`src/rtl/cnnip_pool_ctrlr_if.sv`:
```
`default_nettype none
// cnnip_pool_ctrlr_if: command/status and memory-port bundle of the pooling post-processor.
// Rev 1.0
interface cnnip_pool_ctrlr_if #(
  parameter int DATA_WIDTH = 32,
  parameter int ADDR_WIDTH = 12
);
  logic                  CMD_START;
  logic [7:0]            MODE_FMAP_SIZE;
  logic                  MODE_POOL_EN;
  logic                  MODE_RELU_EN;
  logic                  CMD_DONE;
  logic                  CMD_DONE_VALID;
  logic                  BUSY;
  logic                  src_en;
  logic                  src_we;
  logic [ADDR_WIDTH-1:0] src_addr;
  logic [DATA_WIDTH-1:0] src_dout;
  logic                  dst_en;
  logic                  dst_we;
  logic [ADDR_WIDTH-1:0] dst_addr;
  logic [DATA_WIDTH-1:0] dst_din;

  modport slave (
    input  CMD_START, MODE_FMAP_SIZE, MODE_POOL_EN, MODE_RELU_EN, src_dout,
    output CMD_DONE, CMD_DONE_VALID, BUSY, src_en, src_we, src_addr,
           dst_en, dst_we, dst_addr, dst_din
  );

  modport master (
    output CMD_START, MODE_FMAP_SIZE, MODE_POOL_EN, MODE_RELU_EN, src_dout,
    input  CMD_DONE, CMD_DONE_VALID, BUSY, src_en, src_we, src_addr,
           dst_en, dst_we, dst_addr, dst_din
  );
endinterface
`default_nettype wire

```
`src/rtl/cnnip_pool_ctrlr.sv`:
```
`default_nettype none
// cnnip_pool_ctrlr: reads the NxN conv map, applies optional ReLU and 2x2/s2 max pooling, writes result.
// Rev 1.0
module cnnip_pool_ctrlr #(
  parameter int                    DATA_WIDTH   = 32,
  parameter int                    ADDR_WIDTH   = 12,
  parameter int                    READ_LATENCY = 2,
  parameter logic [ADDR_WIDTH-1:0] SRC_BASE     = 12'h300,
  parameter logic [ADDR_WIDTH-1:0] DST_BASE     = 12'h400
) (
  input  wire logic         clk_a,
  input  wire logic         arstz_aq,
  cnnip_pool_ctrlr_if.slave bus
);

  typedef enum logic [2:0] {
    S_IDLE  = 3'd0,
    S_READ  = 3'd1,
    S_WAIT  = 3'd2,
    S_WRITE = 3'd3,
    S_DONE  = 3'd4
  } state_e;

  state_e                  state_q;
  logic [7:0]              n_q, o_q, ox_q, oy_q;
  logic                    pool_q, relu_q;
  logic [2:0]              rd_cnt_q;
  logic                    src_en_q, dst_en_q, done_q, busy_q;
  logic [ADDR_WIDTH-1:0]   src_addr_q, dst_addr_q;
  logic [DATA_WIDTH-1:0]   dst_din_q;
  logic [DATA_WIDTH-1:0]   max_q, max_d;
  logic [READ_LATENCY-1:0] vld_pipe_q, first_pipe_q, last_pipe_q;

  logic [7:0] w_o_start;
  logic [2:0] w_rd_total;
  logic       w_last_out;
  logic [7:0] w_nx_ox, w_nx_oy;
  logic       w_last_cap;

  function automatic logic [ADDR_WIDTH-1:0] f_src_addr(
    input logic [7:0] n, input logic pool, input logic [7:0] ox,
    input logic [7:0] oy, input logic [1:0] idx);
    logic [ADDR_WIDTH-1:0] row, col;
    if (pool) begin
      row = ADDR_WIDTH'({oy, 1'b0}) + ADDR_WIDTH'(idx[1]);
      col = ADDR_WIDTH'({ox, 1'b0}) + ADDR_WIDTH'(idx[0]);
    end else begin
      row = ADDR_WIDTH'(oy);
      col = ADDR_WIDTH'(ox);
    end
    return SRC_BASE + ((row * ADDR_WIDTH'(n) + col) << 2);
  endfunction

  function automatic logic [ADDR_WIDTH-1:0] f_dst_addr(
    input logic [7:0] o, input logic [7:0] ox, input logic [7:0] oy);
    return DST_BASE + ((ADDR_WIDTH'(oy) * ADDR_WIDTH'(o) + ADDR_WIDTH'(ox)) << 2);
  endfunction

  assign w_o_start  = bus.MODE_POOL_EN ? {1'b0, bus.MODE_FMAP_SIZE[7:1]} : bus.MODE_FMAP_SIZE;
  assign w_rd_total = pool_q ? 3'd4 : 3'd1;
  assign w_last_out = (ox_q == o_q - 8'd1) && (oy_q == o_q - 8'd1);
  assign w_nx_ox    = (ox_q == o_q - 8'd1) ? 8'd0 : ox_q + 8'd1;
  assign w_nx_oy    = (ox_q == o_q - 8'd1) ? ((oy_q == o_q - 8'd1) ? 8'd0 : oy_q + 8'd1) : oy_q;
  assign w_last_cap = vld_pipe_q[READ_LATENCY-1] && last_pipe_q[READ_LATENCY-1];

  // Running signed max; the first word of each window reloads it.
  always_comb begin
    max_d = max_q;
    if (vld_pipe_q[READ_LATENCY-1]) begin
      if (first_pipe_q[READ_LATENCY-1] || ($signed(bus.src_dout) > $signed(max_q))) begin
        max_d = bus.src_dout;
      end
    end
  end

  always_ff @(posedge clk_a or negedge arstz_aq) begin
    if (!arstz_aq) begin
      vld_pipe_q   <= '0;
      first_pipe_q <= '0;
      last_pipe_q  <= '0;
      max_q        <= '0;
    end else begin
      vld_pipe_q[0]   <= src_en_q;
      first_pipe_q[0] <= src_en_q && (rd_cnt_q == 3'd1);
      last_pipe_q[0]  <= src_en_q && (rd_cnt_q == w_rd_total);
      for (int i = 1; i < READ_LATENCY; i++) begin
        vld_pipe_q[i]   <= vld_pipe_q[i-1];
        first_pipe_q[i] <= first_pipe_q[i-1];
        last_pipe_q[i]  <= last_pipe_q[i-1];
      end
      max_q <= max_d;
    end
  end

  always_ff @(posedge clk_a or negedge arstz_aq) begin
    if (!arstz_aq) begin
      state_q    <= S_IDLE;
      n_q        <= '0;
      o_q        <= '0;
      ox_q       <= '0;
      oy_q       <= '0;
      pool_q     <= 1'b0;
      relu_q     <= 1'b0;
      rd_cnt_q   <= '0;
      src_en_q   <= 1'b0;
      dst_en_q   <= 1'b0;
      done_q     <= 1'b0;
      busy_q     <= 1'b0;
      src_addr_q <= SRC_BASE;
      dst_addr_q <= DST_BASE;
      dst_din_q  <= '0;
    end else begin
      case (state_q)
        S_IDLE: begin
          if (bus.CMD_START) begin
            n_q    <= bus.MODE_FMAP_SIZE;
            pool_q <= bus.MODE_POOL_EN;
            relu_q <= bus.MODE_RELU_EN;
            o_q    <= w_o_start;
            ox_q   <= '0;
            oy_q   <= '0;
            busy_q <= 1'b1;
            if (w_o_start == 8'd0) begin
              state_q <= S_DONE;
              done_q  <= 1'b1;
            end else begin
              state_q    <= S_READ;
              src_en_q   <= 1'b1;
              src_addr_q <= f_src_addr(bus.MODE_FMAP_SIZE, bus.MODE_POOL_EN, 8'd0, 8'd0, 2'd0);
              rd_cnt_q   <= 3'd1;
            end
          end
        end
        // rd_cnt_q counts reads issued including the one on the bus this cycle.
        S_READ: begin
          if (rd_cnt_q == w_rd_total) begin
            state_q  <= S_WAIT;
            src_en_q <= 1'b0;
          end else begin
            src_addr_q <= f_src_addr(n_q, pool_q, ox_q, oy_q, rd_cnt_q[1:0]);
            rd_cnt_q   <= rd_cnt_q + 3'd1;
          end
        end
        S_WAIT: begin
          if (w_last_cap) begin
            state_q    <= S_WRITE;
            dst_en_q   <= 1'b1;
            dst_addr_q <= f_dst_addr(o_q, ox_q, oy_q);
            dst_din_q  <= (relu_q && max_d[DATA_WIDTH-1]) ? '0 : max_d;
          end
        end
        S_WRITE: begin
          dst_en_q <= 1'b0;
          ox_q     <= w_nx_ox;
          oy_q     <= w_nx_oy;
          if (w_last_out) begin
            state_q <= S_DONE;
            done_q  <= 1'b1;
          end else begin
            state_q    <= S_READ;
            src_en_q   <= 1'b1;
            src_addr_q <= f_src_addr(n_q, pool_q, w_nx_ox, w_nx_oy, 2'd0);
            rd_cnt_q   <= 3'd1;
          end
        end
        S_DONE: begin
          done_q  <= 1'b0;
          busy_q  <= 1'b0;
          state_q <= S_IDLE;
        end
        default: state_q <= S_IDLE;
      endcase
    end
  end

  assign bus.CMD_DONE       = done_q;
  assign bus.CMD_DONE_VALID = done_q;
  assign bus.BUSY           = busy_q;
  assign bus.src_en         = src_en_q;
  assign bus.src_we         = 1'b0;
  assign bus.src_addr       = src_addr_q;
  assign bus.dst_en         = dst_en_q;
  assign bus.dst_we         = dst_en_q;
  assign bus.dst_addr       = dst_addr_q;
  assign bus.dst_din        = dst_din_q;

endmodule
`default_nettype wire

```
`src/flat_wrapper.sv`:
```
// flat-port wrapper written by rule: the top's interface ports become plain ports
module cnnip_pool_ctrlr_flat 
#(
  parameter int                    DATA_WIDTH   = 32,
  parameter int                    ADDR_WIDTH   = 12,
  parameter int                    READ_LATENCY = 2,
  parameter logic [ADDR_WIDTH-1:0] SRC_BASE     = 12'h300,
  parameter logic [ADDR_WIDTH-1:0] DST_BASE     = 12'h400
)
  (clk_a, arstz_aq, bus_CMD_START, bus_MODE_FMAP_SIZE, bus_MODE_POOL_EN, bus_MODE_RELU_EN, bus_src_dout, bus_CMD_DONE, bus_CMD_DONE_VALID, bus_BUSY, bus_src_en, bus_src_we, bus_src_addr, bus_dst_en, bus_dst_we, bus_dst_addr, bus_dst_din);
  cnnip_pool_ctrlr_if #(.DATA_WIDTH(DATA_WIDTH), .ADDR_WIDTH(ADDR_WIDTH)) bus_i ();
  input  wire logic clk_a;
  input  wire logic arstz_aq;
  input wire logic [$bits(bus_i.CMD_START)-1:0] bus_CMD_START;
  input wire logic [$bits(bus_i.MODE_FMAP_SIZE)-1:0] bus_MODE_FMAP_SIZE;
  input wire logic [$bits(bus_i.MODE_POOL_EN)-1:0] bus_MODE_POOL_EN;
  input wire logic [$bits(bus_i.MODE_RELU_EN)-1:0] bus_MODE_RELU_EN;
  input wire logic [$bits(bus_i.src_dout)-1:0] bus_src_dout;
  output wire logic [$bits(bus_i.CMD_DONE)-1:0] bus_CMD_DONE;
  output wire logic [$bits(bus_i.CMD_DONE_VALID)-1:0] bus_CMD_DONE_VALID;
  output wire logic [$bits(bus_i.BUSY)-1:0] bus_BUSY;
  output wire logic [$bits(bus_i.src_en)-1:0] bus_src_en;
  output wire logic [$bits(bus_i.src_we)-1:0] bus_src_we;
  output wire logic [$bits(bus_i.src_addr)-1:0] bus_src_addr;
  output wire logic [$bits(bus_i.dst_en)-1:0] bus_dst_en;
  output wire logic [$bits(bus_i.dst_we)-1:0] bus_dst_we;
  output wire logic [$bits(bus_i.dst_addr)-1:0] bus_dst_addr;
  output wire logic [$bits(bus_i.dst_din)-1:0] bus_dst_din;
  assign bus_i.CMD_START = bus_CMD_START;
  assign bus_i.MODE_FMAP_SIZE = bus_MODE_FMAP_SIZE;
  assign bus_i.MODE_POOL_EN = bus_MODE_POOL_EN;
  assign bus_i.MODE_RELU_EN = bus_MODE_RELU_EN;
  assign bus_i.src_dout = bus_src_dout;
  assign bus_CMD_DONE = bus_i.CMD_DONE;
  assign bus_CMD_DONE_VALID = bus_i.CMD_DONE_VALID;
  assign bus_BUSY = bus_i.BUSY;
  assign bus_src_en = bus_i.src_en;
  assign bus_src_we = bus_i.src_we;
  assign bus_src_addr = bus_i.src_addr;
  assign bus_dst_en = bus_i.dst_en;
  assign bus_dst_we = bus_i.dst_we;
  assign bus_dst_addr = bus_i.dst_addr;
  assign bus_dst_din = bus_i.dst_din;
  cnnip_pool_ctrlr #(.DATA_WIDTH(DATA_WIDTH), .ADDR_WIDTH(ADDR_WIDTH), .READ_LATENCY(READ_LATENCY), .SRC_BASE(SRC_BASE), .DST_BASE(DST_BASE)) u_core (.clk_a(clk_a), .arstz_aq(arstz_aq), .bus(bus_i));
endmodule
```
`config.mk`:
```
export PLATFORM = sky130hd
export DESIGN_NAME = cnnip_pool_ctrlr_flat
export DESIGN_NICKNAME = d
export VERILOG_FILES = /design/src/rtl/cnnip_pool_ctrlr_if.sv /design/src/rtl/cnnip_pool_ctrlr.sv /design/src/flat_wrapper.sv
export SDC_FILE = /design/constraint.sdc
export NUM_CORES = 1
export LEC_CHECK = 0
export ABC_AREA = 1
export BUFFER_PORTS_ARGS = -buffer_cell sky130_fd_sc_hd__buf_2
export CAP_MARGIN = 20
export CORE_ASPECT_RATIO = 1.1
export CORE_MARGIN = 3
export CORE_UTILIZATION = 25
export CTS_BUF_LIST = sky130_fd_sc_hd__clkbuf_4 sky130_fd_sc_hd__clkbuf_8
export CTS_CLUSTER_DIAMETER = 60
export DETAILED_ROUTE_END_ITERATION = 6
export PLACE_DENSITY_LB_ADDON = 0.12
export REMOVE_ABC_BUFFERS = 1
export SLEW_MARGIN = 20
export SYNTH_ARGS = -nofsm -noshare
export SYNTH_HDL_FRONTEND = slang
export SYNTH_SLANG_ARGS = --single-unit
```
`constraint.sdc`:
```
create_clock -name clk_a -period 8.7 [get_ports clk_a]
set_input_delay 1.305 -clock clk_a [delete_from_list [all_inputs] [get_ports clk_a]]
set_output_delay 1.305 -clock clk_a [all_outputs]
set_load 0.02 [all_outputs]
```
-- After elaboration in Yosys (flattened, before gate mapping)
Cells that the tools add are included.
- bits in registers: 138
- output and inout port bits: 63
- add/sub/neg operators: 14
- $mul: 4
- order comparisons: 1
- equality and inequality tests: 16
- mux-type cells: 55
- reduce and logical (&&, ||, !) cells: 22
- operators with widths (kind ; number):
    $mux W12 ; 12
    $mux W32 ; 3
    $mux W10 ; 5
    $mux W8 ; 5
    $add A10 B12 Y12 const A ; 3
    $mul A12 B8 Y10 ; 3
    $pmux W12 S3 ; 1
    $gt A32 B32 Y1 ; 1
    $pmux W8 S2 ; 2
    $add A10 B10 Y10 ; 3
    $mux W3 ; 10
    $add A9 B1 Y10 ; 2
    $mux W9 ; 2
    $add A8 B1 Y8 const B ; 2
    $eq A8 B8 Y1 ; 2
    $add A11 B12 Y12 const A ; 1
    $pmux W3 S4 ; 1
    $add A10 B8 Y10 ; 1
    $mul A8 B8 Y10 ; 1
    $reduce_and A2 Y1 ; 5
    $reduce_and A5 Y1 ; 2
    $mux W1 ; 9
    $pmux W3 S3 ; 1
    $logic_not A8 Y1 ; 1
    other kinds (17) ; 34

-- Longest topological paths before layout
- word-level depth: 12
- gate-level depth with buffers: 41

-- Worst setup path after synthesis
OpenSTA, ideal clock, no wires.
- path type: reg-to-reg
- start point: reg u_core.o_q[0]
- end point: reg u_core.src_addr_q[11] (netlist: u_core.bus.src_addr[11])
- library setup time: 0.117 ns
- arrival time: 5.659 ns
- data required time: 8.583 ns
- path slack: 2.923 ns
- cell stages (with the launch flop): 38
- buffers on the path: 2
- clock period less this slack: 5.777 ns
- cell sequence: dfrtp_1 buf_4 inv_4 ha_1 nand2_1 nand2_1 nand2_1 nand2_1 nand2_1 inv_1 nand3_1 nor3_2 buf_6 o21ai_0 o21ai_0 o21ai_0 inv_1 nor2_1 (+2 left out) inv_1 fa_1 fa_1 inv_1 ha_1 a21oi_1 and2_1 nor2_1 o21ai_0 nand2_1 xor2_1 inv_1 nand3_1 nand3_2 nand2_1 nand2_1 nand3_1 nand2_1
- word-level cells in the longest chain between the ends: 12
- elaborated cells between the ends (all ways): 20
- those cells by class: 3 x add/sub; 1 x mul; 3 x eq/ne; 11 x mux; 2 x reduce/logical
- ends and longest elaborated chain (element ; RTL line ; source):
    start, declared ; cnnip_pool_ctrlr.sv:25 ; logic [7:0] n_q, o_q, ox_q, oy_q;
    start signal, assigned ; cnnip_pool_ctrlr.sv:119 ; o_q <= w_o_start;
    $sub A8 B1 Y8 * ; cnnip_pool_ctrlr.sv:61, cnnip_pool_ctrlr.sv:62, cnnip_pool_ctrlr.sv:63 ;
    $eq A8 B8 Y1 ; cnnip_pool_ctrlr.sv:61, cnnip_pool_ctrlr.sv:63 ;
    $mux W8 (2 in a row) ; cnnip_pool_ctrlr.sv:63 ; assign w_nx_oy = (ox_q == o_q - 8'd1) ? ((oy_q == o_q - 8'd1) ? 8'd0 : oy_q + 8'd1) : oy_q;
    $mux W9 ; cnnip_pool_ctrlr.sv:44 ; if (pool) begin
    $mux W12 ; cnnip_pool_ctrlr.sv:156 ; if (w_last_out) begin
    $mux W12 ; cnnip_pool_ctrlr.sv:113 ; case (state_q)
    $mul A12 B8 Y10 ; cnnip_pool_ctrlr.sv:51 ; return SRC_BASE + ((row * ADDR_WIDTH'(n) + col) << 2);
    $add A10 B10 Y10 ; cnnip_pool_ctrlr.sv:51 ;
    $add A10 B12 Y12 ; cnnip_pool_ctrlr.sv:51 ;
    $mux W12 ; cnnip_pool_ctrlr.sv:156 ;
    $pmux W12 S3 ; cnnip_pool_ctrlr.sv:113 ;
    end signal, assigned ; cnnip_pool_ctrlr.sv:129 ; src_addr_q <= f_src_addr(bus.MODE_FMAP_SIZE, bus.MODE_POOL_EN, 8'd0, 8'd0, 2'd0);
    end signal, assigned ; cnnip_pool_ctrlr.sv:140 ; src_addr_q <= f_src_addr(n_q, pool_q, ox_q, oy_q, rd_cnt_q[1:0]);
    end signal, assigned ; cnnip_pool_ctrlr.sv:162 ; src_addr_q <= f_src_addr(n_q, pool_q, w_nx_ox, w_nx_oy, 2'd0);
    end, declared ; cnnip_pool_ctrlr.sv:29 ; logic [ADDR_WIDTH-1:0] src_addr_q, dst_addr_q;
Every way passes the cells marked *; elsewhere a longest branch is shown, timed or not. The select of a mux whose other input is x is not followed.
A chain may end at the register's enable or synchronous reset.

-- Worst setup path after layout
Same ends and word-level chain as after synthesis.

==> flow_metrics.tcl <==
set metrics [dict create \
    finalSetupTns_ps 0 \
    synthesis.area_mm2 0.0121 \
    viasPerCell 4.36 \
    track_usage_pct 14.5 \
    arrival_ps 7390 \
    postRouteAntennaNets 0 \
    clk_latency_ps 490 \
    place_hpwl_mm 28.2 \
    numPortBuffers 102 \
    syn_to_final_growth_pct 12.0 \
    dieArea_mm2 0.0512 \
    rows 84 \
    path_class "flip-flop to flip-flop" \
    n_antenna_cell 0 \
    worstSetupStartpoint "u_core.o_q[0]$_DFFE_PN0P_" \
    io_pins 108 \
    rsz0062_at_grt "no" \
    r2r-end "u_core.bus.src_addr[11]$_DFFE_PN0P_" \
    dp_slack_ps 1690 \
    dpl_cell_area_mm2 0.0133 \
    slew_viol_final 0 \
    dr.first_iter.drc_count 551 \
    wl_per_cell_um 15.7 \
    yosysTopAreaCell "dfrtp_1" \
    drive_gt1_share_pct 11.3 \
    numCtsBuffers 17 \
    post_cts_buffers 0 \
    skew_ps 14.9 \
    nets 1885 \
    ys_seq_area_share_pct 27.6 \
    grt_overflow 0 \
    ys_top_cells_by_area "dfrtp_1 (27%), fa_1 (16%), nand2_1 (11%)" \
    synth_area_per_cell_um2 7.70 \
    max_cap_violations 0 \
    period_share_pct 80.7 \
    placedCellCount 2275 \
    die_w_um 216 \
    synthTopCellsByCount "nand2_1 (357), inv_1 (312), dfrtp_1 (131)" \
    cts_resized 0 \
    required_ps 9080 \
    synth-main-ff-cell "dfrtp_1" \
    cp_slowest_stage_delay_ps 830 \
    dieHeight_um 237 \
    hp-class "flip-flop to flip-flop" \
    dr.pass1.iters 5 \
    reg2reg_from "u_core.o_q[0]$_DFFE_PN0P_" \
    final_cell_count_no_fill 2305 \
    antenna_found_initial 0 \
    fin_area_mm2 0.0136 \
    syn-instance-count 1576 \
    yosysWarningCount 0 \
    cts_hold_buf 0 \
    endpoint "u_core.bus.src_addr[11]$_DFFE_PN0P_" \
    hold_viol_final 0 \
    ys_seq_elements 134 \
    crit_fanout 11 \
    routed_wl_mm 36.2 \
    startpoint_type "flip-flop" \
    max_freq_ghz 0.143 \
    critPathSlowestCell "nor3_2" \
    regToRegSetupSlack_ps 1680 \
    period_needed_ps 7020 \
    grt_pass1_vias 10336 \
    run_status "complete, no violations" \
    clockBufferDepth 2 \
    reg2reg_depth 34 \
    htreeDepth 4 \
    coreArea_mm2 0.0479 \
    setup_ws_ps 1680 \
    drc_errors 0 \
    setup_violations 0 \
    yosysMostFrequentCell "nand2_1" \
    cts_root_buf "clkbuf_8" \
    max_slew.worst_pin.slew_ps 968 \
    grt_max_degree 72 \
    maxSlewHeadroom_pct 35.1 \
    cts.sinks 134 \
    fillerInstances 5352 \
    grt_pass1_wl_mm 57.9 \
    cts.clk_slew.worst_paths_ps 80 \
    end_kind "flip-flop" \
    place_congestion 0.862 \
    synth-edff-count 0 \
    ys_types 53 \
    tritoncts "built" \
    synth_top_area_share_pct 27.0 \
    synthArstFlopShare_pct 100 \
    initial_core_util_pct 25.3 \
    vias 10054 \
]
## how the worst min path moves through the flow
| stage | endpoint | startpoint | cells past startpoint |
|---|---|---|---|
| final | u_core.vld_pipe_q[1]$_DFF_PN0_ | u_core.vld_pipe_q[0]$_DFF_PN0_ | 0 |
| after global routing | u_core.vld_pipe_q[1]$_DFF_PN0_ | u_core.vld_pipe_q[0]$_DFF_PN0_ | 0 |
| after CTS | u_core.last_pipe_q[1]$_DFF_PN0_ | u_core.last_pipe_q[0]$_DFF_PN0_ | 0 |
| after detailed placement | u_core.last_pipe_q[1]$_DFF_PN0_ | u_core.last_pipe_q[0]$_DFF_PN0_ | 0 |
| after global placement | u_core.last_pipe_q[1]$_DFF_PN0_ | u_core.last_pipe_q[0]$_DFF_PN0_ | 0 |
| after floorplan | u_core.first_pipe_q[1]$_DFF_PN0_ | u_core.first_pipe_q[0]$_DFF_PN0_ | 0 |
## layer usage
metal	wire length (um)	track usage (%)
met5	0	0
met4	638	4.44
met2	17100	24.4
met3	1110	1.99
met1	17300	19.5
## layout make-up
class	count	area, um^2	area share (%)
Clock buffer	20	263	1.93
Clock inverter	10	76.3	0.561
Inverter	319	1200	8.82
Multi-Input combinational cell	1067	7320	53.8
Sequential cell	134	3360	24.7
Tap cell	645	807	5.93
Timing Repair Buffer	110	577	4.24
## kinds of logic (layout without fill, tap and decap cells)
group                    after synthesis  count (layout)  synth area share, %
AND/OR/NAND/NOR                      631             631                 22.0
buffers and inverters                379             459                 12.3
adder cells (fa/ha/maj)              191             191                 25.6
AO/OA/AOI/OAI                        188             188                 8.57
flip-flops                           134             134                 27.6
XOR/XNOR                              51              51                 3.86
other                                  1               5               0.0309
multiplexers                           1               1               0.0824
## through the flow
stage	hold WS [ps]	utilization (%)
after global routing	360	28.4
final	351	28.4
after CTS	350	28.4
after global placement	339	27.7
after detailed placement	335	27.7
after floorplan	331	-
## registers in the layout (all words and copies together) (netlist names)
signal               flops
u_core.n_q               8
u_core.first_pipe_q      2
u_core.pool_q            1
u_core.bus.BUSY          1
u_core.bus.dst_en        1
u_core.max_q            32
u_core.bus.dst_din      32
u_core.oy_q              8
u_core.rd_cnt_q          3
u_core.vld_pipe_q        2
u_core.bus.src_en        1
u_core.bus.CMD_DONE      1
u_core.relu_q            1
u_core.state_q           3
u_core.bus.dst_addr     10
u_core.o_q               8
u_core.ox_q              8
u_core.bus.src_addr     10
u_core.last_pipe_q       2
## worst max-delay path, delay by kind of cell (launching register included)
kind,cells,cell delay [ps]
DFF,1,600
buffers and inverters,7,620
and+or+nand+nor,15,2020
AOI/OAI and AO/OA,5,890
xor gates and xnor gates,1,180
adders and majority gates,6,2620
## cell usage in the layout (no fill, tap or decap), types with 13 or more instances in the layout
cell,Yosys,layout
a21oi_1,56,56
buf_2,5,101
clkbuf_8,0,18
dfrtp_1,131,131
fa_1,95,95
ha_1,96,96
inv_1,312,312
nand2_1,357,356
nand2_2,15,16
nand3_1,94,94
nand4_1,13,13
nor2_1,123,121
o21ai_0,89,89
o22ai_1,13,13
xnor2_1,20,20
xor2_1,28,28
Power is left out: the tool's default activity adds up to more than one toggle a clock period on the data nets, which glitch-free logic cannot reach.
